===== config.mk =====
export PLATFORM = sky130hd
export DESIGN_NAME = icache_refill_flat
export DESIGN_NICKNAME = d
export VERILOG_FILES = /design/src/rtl/mips_pkg.sv /design/src/rtl/icache_refill_if.sv /design/src/rtl/icache_refill.sv /design/src/flat_wrapper.sv
export SDC_FILE = /design/constraint.sdc
export NUM_CORES = 1
export LEC_CHECK = 0
export ABC_AREA = 0
export CORE_MARGIN = 5
export CORE_UTILIZATION = 30
export CTS_BUF_LIST = sky130_fd_sc_hd__clkbuf_16
export DETAILED_ROUTE_END_ITERATION = 6
export SLEW_MARGIN = 30
export SYNTH_ARGS = -nofsm -noshare
export SYNTH_HDL_FRONTEND = slang
export SYNTH_SLANG_ARGS = --single-unit

===== constraint.sdc =====
create_clock -name clk -period 5.77 [get_ports clk]
set_input_delay 1.4425 -clock clk [delete_from_list [all_inputs] [get_ports clk]]
set_output_delay 1.4425 -clock clk [all_outputs]
set_load 0.1 [all_outputs]

===== src/rtl/mips_pkg.sv =====
// ---------------------------------------------------------------------------
// mips_pkg
// Shared types and constants for the instruction-cache refill path.
//   refill_state_e : refill controller states
//   LINE_W         : cache line width in bits
//   LINE_OFF_BITS  : byte-offset bits within a line
//   line_addr()    : clears the offset bits of a byte address
// ---------------------------------------------------------------------------
package mips_pkg;

  localparam int LINE_W        = 64;
  localparam int LINE_OFF_BITS = 3;

  typedef enum logic [2:0] {
    IDLE   = 3'd0,
    REQ    = 3'd1,
    RECV   = 3'd2,
    FILL   = 3'd3,
    SETTLE = 3'd4
  } refill_state_e;

  // Line-aligned address of the line holding byte address a.
  function automatic logic [31:0] line_addr(input logic [31:0] a);
    return a & ~((32'd1 << LINE_OFF_BITS) - 32'd1);
  endfunction

endpackage


===== src/rtl/icache_refill_if.sv =====
// ---------------------------------------------------------------------------
// icache_refill_if
// Bundles the fetch-side and memory-side signals of the refill controller.
//   fetch side : pc, miss (in); stall, fill, stream, miss_count (out)
//   memory side: mem_gnt, mem_rvalid, mem_rdata (in); mem_req, mem_addr (out)
// Modports: master = refill controller, slave = fetch stage + memory bus.
//
// Handshake: mem_req is a request held high, with mem_addr constant, until
// the first cycle mem_gnt=1 (transfer happens on that rising edge); mem_gnt
// has no meaning while mem_req=0. Each cycle with mem_rvalid=1 carries one
// data beat, lowest address first; there is no back-pressure on beats.
// ---------------------------------------------------------------------------
interface icache_refill_if #(
  parameter int MEM_W = 32
);

  logic [31:0]      pc;
  logic             miss;
  logic             stall;
  logic             fill;
  logic [63:0]      stream;
  logic [15:0]      miss_count;
  logic             mem_req;
  logic [31:0]      mem_addr;
  logic             mem_gnt;
  logic             mem_rvalid;
  logic [MEM_W-1:0] mem_rdata;

  modport master (
    input  pc, miss, mem_gnt, mem_rvalid, mem_rdata,
    output stall, fill, stream, miss_count, mem_req, mem_addr
  );

  modport slave (
    output pc, miss, mem_gnt, mem_rvalid, mem_rdata,
    input  stall, fill, stream, miss_count, mem_req, mem_addr
  );

endinterface


===== src/rtl/icache_refill.sv =====
// ---------------------------------------------------------------------------
// icache_refill
// Miss-service controller between the instruction cache and the memory bus.
// On a miss it stalls the PC, reads the 64-bit line holding the PC in
// MEM_W-bit beats, presents the assembled line on stream with a one-cycle
// fill strobe, then waits one settle cycle before releasing the stall.
//   clk         : clock, rising edge
//   reset       : synchronous, active-high
//   bus         : icache_refill_if.master (fetch + memory signals)
//   o_dbg_state : current controller state
// ---------------------------------------------------------------------------
module icache_refill
  import mips_pkg::*;
#(
  parameter int MEM_W = 32
) (
  input  logic            clk,
  input  logic            reset,
  icache_refill_if.master bus,
  output refill_state_e   o_dbg_state
);

  localparam int BEATS = LINE_W / MEM_W;
  localparam int CNT_W = $clog2(BEATS) + 1;

  refill_state_e    r_state;
  refill_state_e    w_next;
  logic [CNT_W-1:0] r_beat;
  logic [CNT_W-1:0] w_beat_inc;
  logic [LINE_W-1:0] r_stream;
  logic [31:0]      r_addr;
  logic [15:0]      r_miss_count;
  logic             w_start;
  logic             w_beat_ok;
  logic             w_last_beat;

  assign w_start     = (r_state == IDLE) && bus.miss;
  // Beats outside RECV are stray and must not touch the line.
  assign w_beat_ok   = (r_state == RECV) && bus.mem_rvalid;
  assign w_beat_inc  = r_beat + CNT_W'(1);
  assign w_last_beat = w_beat_ok && (w_beat_inc == CNT_W'(BEATS));

  // Next-state logic
  always_comb begin
    w_next = r_state;
    case (r_state)
      IDLE:    if (bus.miss) w_next = REQ;
      REQ:     if (bus.mem_gnt) w_next = RECV;
      RECV:    if (w_last_beat) w_next = FILL;
      FILL:    w_next = SETTLE;
      // Tags are being written this cycle, so miss is not trustworthy.
      SETTLE:  w_next = IDLE;
      default: w_next = IDLE;
    endcase
  end

  always_ff @(posedge clk) begin
    if (reset) begin
      r_state <= IDLE;
    end else begin
      r_state <= w_next;
    end
  end

  // Datapath: line address, beat counter, line assembly, refill counter
  always_ff @(posedge clk) begin
    if (reset) begin
      r_addr       <= '0;
      r_miss_count <= '0;
      r_beat       <= '0;
      r_stream     <= '0;
    end else begin
      if (w_start) begin
        r_addr       <= line_addr(bus.pc);
        r_miss_count <= r_miss_count + 16'd1;
      end
      if ((r_state == REQ) && bus.mem_gnt) begin
        r_beat <= '0;
      end else if (w_beat_ok) begin
        r_beat <= w_beat_inc;
      end
      if (w_beat_ok) begin
        for (int k = 0; k < BEATS; k++) begin
          if (r_beat == CNT_W'(k)) begin
            r_stream[k*MEM_W +: MEM_W] <= bus.mem_rdata;
          end
        end
      end
    end
  end

  // stall must rise in the very cycle the miss is seen so the PC holds.
  assign bus.stall      = (r_state != IDLE) || bus.miss;
  assign bus.fill       = (r_state == FILL);
  assign bus.mem_req    = (r_state == REQ);
  assign bus.mem_addr   = r_addr;
  assign bus.stream     = r_stream;
  assign bus.miss_count = r_miss_count;
  assign o_dbg_state    = r_state;

endmodule


===== src/flat_wrapper.sv =====
// flat-port wrapper written by rule: the top's interface ports become plain ports
module icache_refill_flat import mips_pkg::*;
#(
  parameter int MEM_W = 32
)
  (clk, reset, o_dbg_state, bus_pc, bus_miss, bus_mem_gnt, bus_mem_rvalid, bus_mem_rdata, bus_stall, bus_fill, bus_stream, bus_miss_count, bus_mem_req, bus_mem_addr);
  icache_refill_if #(.MEM_W(MEM_W)) bus_i ();
  input  logic clk;
  input  logic reset;
  output refill_state_e o_dbg_state;
  input wire logic [$bits(bus_i.pc)-1:0] bus_pc;
  input wire logic [$bits(bus_i.miss)-1:0] bus_miss;
  input wire logic [$bits(bus_i.mem_gnt)-1:0] bus_mem_gnt;
  input wire logic [$bits(bus_i.mem_rvalid)-1:0] bus_mem_rvalid;
  input wire logic [$bits(bus_i.mem_rdata)-1:0] bus_mem_rdata;
  output wire logic [$bits(bus_i.stall)-1:0] bus_stall;
  output wire logic [$bits(bus_i.fill)-1:0] bus_fill;
  output wire logic [$bits(bus_i.stream)-1:0] bus_stream;
  output wire logic [$bits(bus_i.miss_count)-1:0] bus_miss_count;
  output wire logic [$bits(bus_i.mem_req)-1:0] bus_mem_req;
  output wire logic [$bits(bus_i.mem_addr)-1:0] bus_mem_addr;
  assign bus_i.pc = bus_pc;
  assign bus_i.miss = bus_miss;
  assign bus_i.mem_gnt = bus_mem_gnt;
  assign bus_i.mem_rvalid = bus_mem_rvalid;
  assign bus_i.mem_rdata = bus_mem_rdata;
  assign bus_stall = bus_i.stall;
  assign bus_fill = bus_i.fill;
  assign bus_stream = bus_i.stream;
  assign bus_miss_count = bus_i.miss_count;
  assign bus_mem_req = bus_i.mem_req;
  assign bus_mem_addr = bus_i.mem_addr;
  icache_refill #(.MEM_W(MEM_W)) u_core (.clk(clk), .reset(reset), .bus(bus_i), .o_dbg_state(o_dbg_state));
endmodule

==> summary.txt, run 1 <==
Placement
  – Placed Area: around 6000 µm²
  – Final GP Congestion: just over 0.8
  – Final HPWL DP: 8736 µm
  – # port buffers: 180

Global routing
  – Total congestion overflow: 0
  – Largest net degree at the start of global routing: 115
  – Total GRT Usage: about 16%
  – Initial antenna violation count: 0
  – Vias in the first global route: between 4000 and 5000
  – First-pass GRT wire length: just over 20000 µm

Clock network
  – Resize count post-CTS: 0
  – Clock buffer depth: 2
  – # H-tree levels: 4
  – Reg clk slew, reported paths: 0.05 ns
  – Skew-Pair Late Insertion Delay: 0.42 ns
  – Clock Sinks: ~110
  – Post-CTS Setup Bufs: 0
  – CTS tree: done
  – Root buffer cell: clkbuf_16
  – CTS Buf Count: 17
  – Hold-fix buffers at CTS: 0

STA
  – Crit share post-route: approximately 66%
  – Fmax: about 0.26 GHz
  – # setup viols final: 0
  – Slew @ Worst Pin: about 1.0 ns
  – Final Hold Violating Endpoints: 0
  – Final hold slack: roughly 0.45 ns
  – Fin crit period: between 3 and 4 ns
  – Setup TNS: 0 ns
  – Worst rel slew slack: 30.75%
  – Clk_skew: 0.006380 ns
  – Max-slew violations: 0
  – RSZ-0062 raised after global routing: no

Synthesis
  – Post-Synth Simple-Gate Area: 24.53%
  – Mapped Cells: around 530
  – Multiplexer share of the synthesized area: less than 1%
  – Distinct cells, synth: 34
  – Syn Area/Cell: around 7.9 µm²
  – Post-synth top area cell: dfxtp_1
  – Most used DFF post-synth: dfxtp_1
  – Most frequent cell after synthesis: nand2_1
  – Largest family of logic cells by synthesized area: simple AND/OR/NAND/NOR gates
  – Compound-Gate Fraction of Synth Area: approximately an eighth
  – Area share of fa/ha/maj cells after synthesis: less than 1%
  – Netlist Area Pre-Place: between 4000 and 5000 µm²
  – Post-synth top cells: 200 x nand2_1, 114 x dfxtp_1, 100 x a21oi_1
  – Post-Synth XOR/XNOR Area: under 10%
  – Top cell type's share of synthesized area: around 54%
  – Synthesis Warnings: 0
  – Post-synthesis sequential element count: 114
  – Seq/Total Area, Yosys: approximately 54%
  – Ys async rst share: 0%
  – Synth top area cells: dfxtp_1 54%, nand2_1 18%, a21oi_1 12%, clkbuf_1 3.0%, nor2_1 1.3%
  – EDFF count, synth: 0

Detailed routing
  – 1st-pass router iterations: 4
  – # DRC: 0
  – Routed wire length: around 13000 µm
  – DRT iter0 DRCs: 279
  – Routed Antenna Nets: 0
  – Routed via count: a little over 4000
  – Avg WL per Cell: approximately 14 µm
  – Average vias per placed instance: between 4 and 5

Cells and area
  – Multi-input gate area: roughly 1700 µm²
  – N_diodes: 0
  – Sequential Area: around 2300 µm²
  – Final Cell Area: about 6700 µm²
  – Synthesis-to-finish area growth: 59.59%
  – Fillers: between 1000 and 1500
  – Layout cells sized above 1: under 10%
  – Net count, final: ~770

Hold path
  – Worst min-delay path class: reg2reg

Pwr
  – VDD IR max: around 0.25 mV
  – Leakage power: between 2 and 2.5 nW
  – P per Cell Area: between 300 and 400 nW/µm²

Floorplan
  – Die area: roughly 16000 µm²
  – Die height: around 130 µm
  – Initial Util: between 30% and 40%
  – Die Width: 128.2 µm
  – IO Pins: roughly 190
  – FP Rows: 43
  – Core area: about 14000 µm²

Setup path
  – CP max FO: 3
  – CP Capture Type: output pin
  – Crit path DAT: approximately 2.4 ns
  – WP data required: 4.33 ns
  – Critical path class: in2out
  – CP startpoint kind: primary input

Status
  – Status: finished, final reports clean

Run
  – MaxCap Viol Count: 0
area by class of cell:
| cell class | instances | share of cell area [%] |
|---|---|---|
| Clock buffer | 17 | 6.358 |
| Clock inverter | 15 | 2.861 |
| Multi-Input combinational cell | 373 | 25.92 |
| Inverter | 2 | 0.1122 |
| Sequential cell | 114 | 34.11 |
| Timing Repair Buffer | 186 | 27.28 |
| Tap cell | 180 | 3.366 |
placed cells by master (no fill, tap or decap), types with 2 or more instances in the layout:
cell type and count:
xor2_1 5, clkinv_2 2, nand4b_1 2, buf_4 7, or3_1 3, dfxtp_1 114
o21ai_0 5, a311oi_1 2, buf_2 4, conb_1 3, clkinvlp_4 6, a21oi_1 100
clkdlybuf4s50_1 174, nor2_1 15, ha_1 3, nand2_1 200, nand3_1 5, clkbuf_16 17
clkinv_1 2, xnor2_1 6, and2_1 4, inv_1 2, bufinv_16 4, nand4_1 3
nor3_1 6
routing by layer:
metal  up-vias  global-route usage [%]  routed length (µm)
li1       2051                       -                   -
met1      1882                   18.44                5273
met2       139                   25.31                5974
met3        18                   8.417                1387
met4         0                   6.180                 226
met5         -                       0                   0
metrics by stage:
step	utilization, %	instances	total power, mW	setup WS (ns)
5_1_grt	48.58	887	2.349	1.870
6_report	48.58	887	2.261	1.941
3_3_place_gp	44.22	855	1.188	1.923
2_1_floorplan	-	530	1.084	1.748
4_1_cts	48.66	887	2.293	1.943
3_5_place_dp	44.18	855	1.192	1.934
where the power goes:
| part | internal [mW] | total, mW | switching (mW) |
|---|---|---|---|
| Combinational | 0.0972 | 0.348 | 0.251 |
| Clock | 0.716 | 1.09 | 0.371 |
| Sequential | 0.810 | 0.826 | 0.0150 |
| Total | 1.62 | 2.26 | 0.637 |
cells by family (layout without fill, tap and decap cells):
group | Yosys count | count (layout)
AOI/OAI and AO/OA | 107 | 107
buffers and inverters | 43 | 220
other | 1 | 3
and+or+nand+nor | 248 | 248
adders and majority gates | 3 | 3
muxes | 1 | 1
xor gates and xnor gates | 11 | 11
DFF | 114 | 114
worst paths after layout:
kind / from / end / slack (ns) / depth (start not counted)
min reg2reg: u_core.bus.stream[59] / u_core.bus.stream[59] / 0.45 / 2
min: u_core.bus.stream[59] / u_core.bus.stream[59] / 0.45 / 2
max reg2reg: u_core.o_dbg_state[2] / u_core.bus.miss_count[15] / 3.39 / 4
max: bus_miss / bus_stall / 1.94 / 4
critical path, stage by stage:
cell and delay [ns]:
clkdlybuf4s50_1 0.50, nor2_1 0.06, nand2_1 0.09, buf_4 0.29
sequential cells by signal, indices dropped and copies added (netlist names):
register	cells
u_core.bus.stream	64
u_core.bus.mem_addr	29
u_core.bus.miss_count	16
u_core.o_dbg_state	3
u_core.r_beat	2
Power figures use the tool's default switching activity.
==> inputs of run 2 (changes only) <==
==> constraint.sdc (replaced) <==
create_clock -name clk -period 3.5 [get_ports clk]
set_input_delay 0.875 -clock clk [delete_from_list [all_inputs] [get_ports clk]]
set_output_delay 0.875 -clock clk [all_outputs]
set_load 0.1 [all_outputs]
==> run 2 against run 1 <==
  * Sequential share of layout area grew 1.5 points
  * Flip-flop and latch count is the same
  * Global-route usage is 0.53 points lower
  * Clock skew is 0.00067 ns lower
  * Via count is 0.44% lower
  * Die area is the same
  * Final cell count grew 0.23%
  * Utilization decreased by 2.0 points
==> summary.txt, run 2 (synthesis results as in run 1) <==
STA
  – PnR worst setup slack: 0.7994 ns (-1.142 ns)
  – Worst rel slew slack: 44.91% (+14 points)
  – RSZ-0062 raised after global routing: no
  – Crit share post-route: slightly below 80%
  – Slew @ Worst Pin: 0.8263 ns (-0.2092 ns)
  – Max-slew violations: 0 (unchanged)
  – Final Hold Violating Endpoints: 0 (unchanged)
  – Clk_skew: 0.005714 ns (-0.0006660 ns)
  – Setup TNS: 0 ns (unchanged)
  – Fin crit period: ~2.7 ns
  – # setup viols final: 0 (unchanged)
  – Fmax: around 0.37 GHz

Pwr
  – Sw Ratio: 28.26% (+0.069 points)
  – Cell Int Power: 2.504 mW (+54%)
  – P per Cell Area: 544.2 nW/µm² (+61%)
  – Leakage power: 2.538 nW (+11%)
  – Combinational share of power: 16.3% (+0.9 points)
  – NetSw: 0.9861 mW (+55%)
  – Power share of the sequential group: 39.1% (+2.6 points)
  – Design Power: 3.490 mW (+54%)
  – VDD IR max: 0.2716 mV (+9.3%)
  – Share of power burned in the clock network: 44.6% (-3.5 points)

Detailed routing
  – Routed Antenna Nets: 0 (unchanged)
  – Avg WL per Cell: 14.23 µm (-1.9%)
  – # DRC: 0 (unchanged)
  – Routed via count: 4072 (-0.44%)
  – Routed wire length: 12650 µm (-1.6%)
  – 1st-pass router iterations: 6 (+2)
  – Average vias per placed instance: 4.580 (-0.66%)
  – DRT iter0 DRCs: 274 (-1.8%)

Clock network
  – CTS tree: done
  – Post-CTS Setup Bufs: 0 (unchanged)
  – Clock buffer depth: 2 (unchanged)
  – # H-tree levels: 4 (unchanged)
  – CTS Buf Count: 17 (unchanged)
  – Root buffer cell: clkbuf_16
  – Clock Sinks: 114 (unchanged)
  – Resize count post-CTS: 0 (unchanged)
  – Reg clk slew, reported paths: 0.05 ns (about the same)
  – Skew-Pair Late Insertion Delay: 0.40 ns (-0.02 ns)
  – Hold-fix buffers at CTS: 0 (unchanged)

Setup path
  – Worst-path cell chain: clkdlybuf4s50_1 > or4b_4 > or4_4 > or3_1 > a21oi_1
  – Reg-to-Reg Start: u_core.o_dbg_state[2]
  – CP Launch Point: bus_miss
  – Crit path DAT: 3.02 ns (+0.63 ns)
  – Crit path to: u_core.bus.miss_count[15]
  – CP max FO: 9 (+6)
  – Reg2reg end: u_core.bus.miss_count[15]
  – Max incr delay on CP: 0.60 ns (+0.10 ns)
  – WP data required: 3.82 ns (-0.51 ns)
  – Worst R2R Path Depth: 4 (unchanged)
  – Reg-to-reg slack, setup: 1.30 ns (-2.09 ns)
  – CP startpoint kind: primary input
  – Critical path class: in2reg
  – CP Capture Type: flip-flop
  – Max stage delay cell, worst path: or4_4

Cells and area
  – N_diodes: 0 (unchanged)
  – Synthesis-to-finish area growth: 52.94%
  – Net count, final: 769 (+0.39%)
  – Fillers: 1378 (+3.8%)
  – Most frequent cells in the layout: 200 x nand2_1, 121 x buf_4, 114 x dfxtp_1
  – Fin cells: 889 (+0.23%)
  – Layout cells sized above 1: 21.44% (+15 points)
  – Max reg flops: 64 (unchanged)
  – Leading cell type in the layout, fill and taps excluded: nand2_1

Placement
  – Final GP Congestion: 0.8306 (+0.33%)
  – Final HPWL DP: 9028 µm (+3.3%)
  – # port buffers: 180 (unchanged)
  – Inst Count DP: 858 (+0.35%)
  – Dpl ws: 0.3959 ns (-1.538 ns)

Floorplan
  – IO Pins: 187 (unchanged)
  – Initial Util: 30.44% (unchanged)
  – Core area: 13770 µm² (unchanged)
  – Die area: 16440 µm² (unchanged)
  – Die height: 128.2 µm (unchanged)
  – Die Width: 128.2 µm (unchanged)
  – FP Rows: 43 (unchanged)

Global routing
  – Initial antenna violation count: 0 (unchanged)
  – First-pass GRT wire length: 20320 µm (-2.2%)
  – Vias in the first global route: 3989 (-2.9%)
  – Largest net degree at the start of global routing: 80 (-30%)
  – Total congestion overflow: 0 (unchanged)
  – Total GRT Usage: 15.54% (-0.53 points)

Status
  – Status: finished, final reports clean

Run
  – MaxCap Viol Count: 0 (unchanged)

Hold path
  – Worst min-delay path class: reg2reg
run 2: layer usage:
layer	global-route usage, %	vias up	wire length, µm
li1	-	2051	-
met2	24.12	145	5861
met5	0	-	0
met1	18.96	1853	5447
met3	6.250	23	1087
met4	6.804	0	253
run 2: metrics by stage:
step	hold slack, ns	util (%)	cell area (µm²)
2_1_floorplan	0.5424	-	4200
6_report	0.4536	46.56	6412
3_5_place_dp	0.4476	42.68	5878
5_1_grt	0.4678	46.56	6412
4_1_cts	0.4543	46.56	6412
3_3_place_gp	0.4423	42.68	5878
run 2: critical path: cells and delay by family:
family | cells | cell delay, ns
and+or+nand+nor | 3 | 1.49
buffers and inverters | 1 | 0.50
AOI/OAI and AO/OA | 1 | 0.14
run 2: worst min path at each step:
| stage | from | end | slack (ns) | cells past startpoint |
|---|---|---|---|---|
| floorplan | u_core.r_beat[0] | u_core.r_beat[0] | 0.54 | 2 |
| global placement | u_core.bus.stream[14] | u_core.bus.stream[14] | 0.44 | 2 |
| detailed placement | u_core.bus.stream[0] | u_core.bus.stream[0] | 0.45 | 2 |
| CTS | u_core.bus.stream[0] | u_core.bus.stream[0] | 0.45 | 2 |
| global route | u_core.bus.mem_addr[29] | u_core.bus.mem_addr[29] | 0.47 | 2 |
| finish | u_core.bus.stream[59] | u_core.bus.stream[59] | 0.45 | 2 |
run 2: layout make-up:
type	count	area, µm²	share of cell area (%)
flip-flops and latches	114	2282	35.59
multi-input cells	373	1734	27.04
repair buffers	189	1629	25.40
clock buffers	17	425.4	6.634
well taps	180	225.2	3.512
clock inverters	14	108.9	1.698
inverters	2	7.507	0.1171
run 2: power by group through the flow:
| stage | Combinational, mW | Sequential (mW) | Clock [mW] |
|---|---|---|---|
| CTS | 0.573 | 1.36 | 1.61 |
| global placement | 0.569 | 1.39 | 0 |
| floorplan | 0.144 | 1.64 | 0 |
| finish | 0.569 | 1.36 | 1.56 |
| global route | 0.595 | 1.37 | 1.68 |
| detailed placement | 0.572 | 1.39 | 0 |
==> inputs of run 3 (changes only) <==
==> constraint.sdc (replaced) <==
create_clock -name clk -period 2.21 [get_ports clk]
set_input_delay 0.5525 -clock clk [delete_from_list [all_inputs] [get_ports clk]]
set_output_delay 0.5525 -clock clk [all_outputs]
set_load 0.1 [all_outputs]
==> run 3 against run 2 <==
  * Cell area up 3.5%
  * Count of clock-buffer cells in the layout up 1
  * Largest cell class unchanged
  * Via count up 1.5%
  * Critical path depth unchanged
  * Worst hold slack about the same
  * First-iteration DRC count down 4.7%
==> summary.txt, run 3 (synthesis results as in run 1) <==
Global routing
  – Vias in the first global route: 4038 (+1.2%)
  – Largest net degree at the start of global routing: 43 (-46%)
  – Initial antenna violation count: 0 (unchanged)
  – Total congestion overflow: 0 (unchanged)
  – Total GRT Usage: 15.61% (+0.066 points)
  – First-pass GRT wire length: 20420 µm (+0.48%)

Floorplan
  – IO Pins: 187 (unchanged)
  – Core area: 13770 µm² (unchanged)
  – Initial Util: 30.44% (unchanged)
  – Die area: 16440 µm² (unchanged)
  – FP Rows: 43 (unchanged)
  – Die Width: 128.2 µm (unchanged)
  – Die height: 128.2 µm (unchanged)

Cells and area
  – Layout cells sized above 1: 24.97% (+3.5 points)
  – Net count, final: 777 (+1.0%)
  – Most frequent cells in the layout: 200 x nand2_1, 123 x buf_4, 100 x a21oi_1, 100 x dfxtp_1, 64 x clkdlybuf4s50_1
  – Fin cells: 897 (+0.90%)
  – Max reg flops: 64 (unchanged)
  – Synthesis-to-finish area growth: 58.31%
  – Fillers: 1374 (-0.29%)
  – N_diodes: 0 (unchanged)
  – Leading cell type in the layout, fill and taps excluded: nand2_1

Detailed routing
  – Met2 wire length: 5903 µm (+0.72%)
  – Routed via count: 4133 (+1.5%)
  – Met3 Wirelength: 1108 µm (+1.9%)
  – Top Layer Used: met4
  – DRT iter0 DRCs: 261 (-4.7%)
  – # DRC: 0 (unchanged)
  – Average vias per placed instance: 4.608 (+0.59%)
  – Avg WL per Cell: 14.30 µm (+0.49%)
  – Routed Antenna Nets: 0 (unchanged)
  – Routed wire length: 12830 µm (+1.4%)
  – Met1 WL: 5593 µm (+2.7%)
  – 1st-pass router iterations: 6 (unchanged)

Setup path
  – CP max FO: 5 (-4)
  – CP Capture Type: flip-flop
  – Crit path DAT: 2.45 ns (-0.57 ns)
  – WP data required: 2.54 ns (-1.28 ns)
  – CP startpoint kind: primary input
  – Critical path class: in2reg

STA
  – Final hold slack: 0.4532 ns (-0.0004070 ns)
  – # setup viols final: 0 (unchanged)
  – PnR worst setup slack: 0.09649 ns (-0.7029 ns)
  – Clk_skew: 0.01022 ns (+0.004508 ns)
  – Fin crit period: ~2.1 ns
  – RSZ-0062 raised after global routing: no
  – Fmax: 0.4731 GHz
  – Final Hold Violating Endpoints: 0 (unchanged)
  – Max-slew violations: 0 (unchanged)
  – Crit share post-route: between 90% and 100%

Clock network
  – Clock buffer depth: 2 (unchanged)
  – CTS Buf Count: 17 (unchanged)
  – Reg clk slew, reported paths: 0.05 ns (about the same)
  – Skew-Pair Late Insertion Delay: 0.41 ns (about the same)
  – Post-CTS Setup Bufs: 0 (unchanged)
  – Hold-fix buffers at CTS: 0 (unchanged)
  – Root buffer cell: clkbuf_16
  – Resize count post-CTS: 0 (unchanged)
  – Clock Sinks: 114 (unchanged)
  – # H-tree levels: 4 (unchanged)
  – CTS tree: done

Pwr
  – P per Cell Area: 874.3 nW/µm² (+61%)
  – VDD IR max: 0.4223 mV (+56%)
  – Leakage power: 2.614 nW (+3.0%)
  – Design Power: 5.803 mW (+66%)

Status
  – Status: finished, final reports clean

Hold path
  – Worst min-delay path class: reg2reg

Placement
  – # port buffers: 180 (unchanged)
  – Dpl ws: -0.3295 ns (-0.7254 ns)
  – Final HPWL DP: 9002 µm (-0.28%)
  – Inst Count DP: 866 (+0.93%)
  – Final GP Congestion: 0.7926 (-4.6%)

Run
  – MaxCap Viol Count: 0 (unchanged)
[run 3: cell count changes in the layout (fill, tap and decap cells not counted), moves of 2 or more]
cell        delta
dfxtp_1       -14
dfxtp_2       +11
buf_12         +6
inv_1          -4
clkinvlp_4     +3
dfxtp_4        +3
buf_4          +2
[run 3: final timing paths]
kind / start / cells past startpoint / slack, ns / to
worst max-delay path: bus_miss / 5 / 0.1 / u_core.bus.miss_count[13]
worst min-delay path: u_core.bus.mem_addr[11] / 2 / 0.45 / u_core.bus.mem_addr[11]
worst max register to register: u_core.o_dbg_state[2] / 4 / 0.26 / u_core.bus.miss_count[13]
worst min register to register: u_core.bus.mem_addr[11] / 2 / 0.45 / u_core.bus.mem_addr[11]
[run 3: area by class of cell]
class	instances	area, µm²	area share (%)
Clock inverter	13	141.4	2.130
Inverter	2	7.507	0.1131
Multi-Input combinational cell	373	1742	26.24
Sequential cell	114	2307	34.76
Clock buffer	18	450.4	6.786
Timing Repair Buffer	197	1764	26.58
Tap cell	180	225.2	3.393
[run 3: critical path: stages]
cell	delay [ns]
clkdlybuf4s50_1	0.47
or4b_4	0.50
or4_4	0.46
or3_1	0.32
a21oi_1	0.15
[run 3: metrics by stage]
stage | instance area (µm²) | TNS, ns | utilization (%)
6_report | 6638 | 0 | 48.19
2_1_floorplan | 4233 | 0 | -
5_1_grt | 6638 | 0 | 48.19
3_5_place_dp | 6046 | -1.941 | 43.90
3_3_place_gp | 6046 | -1.661 | 43.90
4_1_cts | 6638 | 0 | 48.19
[run 3: routing by layer]
layer / vias to the layer above / track usage (%)
li1: 2075 / -
met1: 1886 / 18.83
met2: 153 / 24.12
met3: 19 / 6.875
met4: 0 / 6.679
met5: - / 0
[run 3: where the power goes]
group / internal, mW / switching [mW] / leakage [nW] / total, mW
combinational: 0.269 / 0.661 / 1.40 / 0.930
clock: 1.80 / 0.910 / 0.284 / 2.71
sequential: 2.12 / 0.0419 / 0.931 / 2.16
total: 4.19 / 1.61 / 2.61 / 5.80
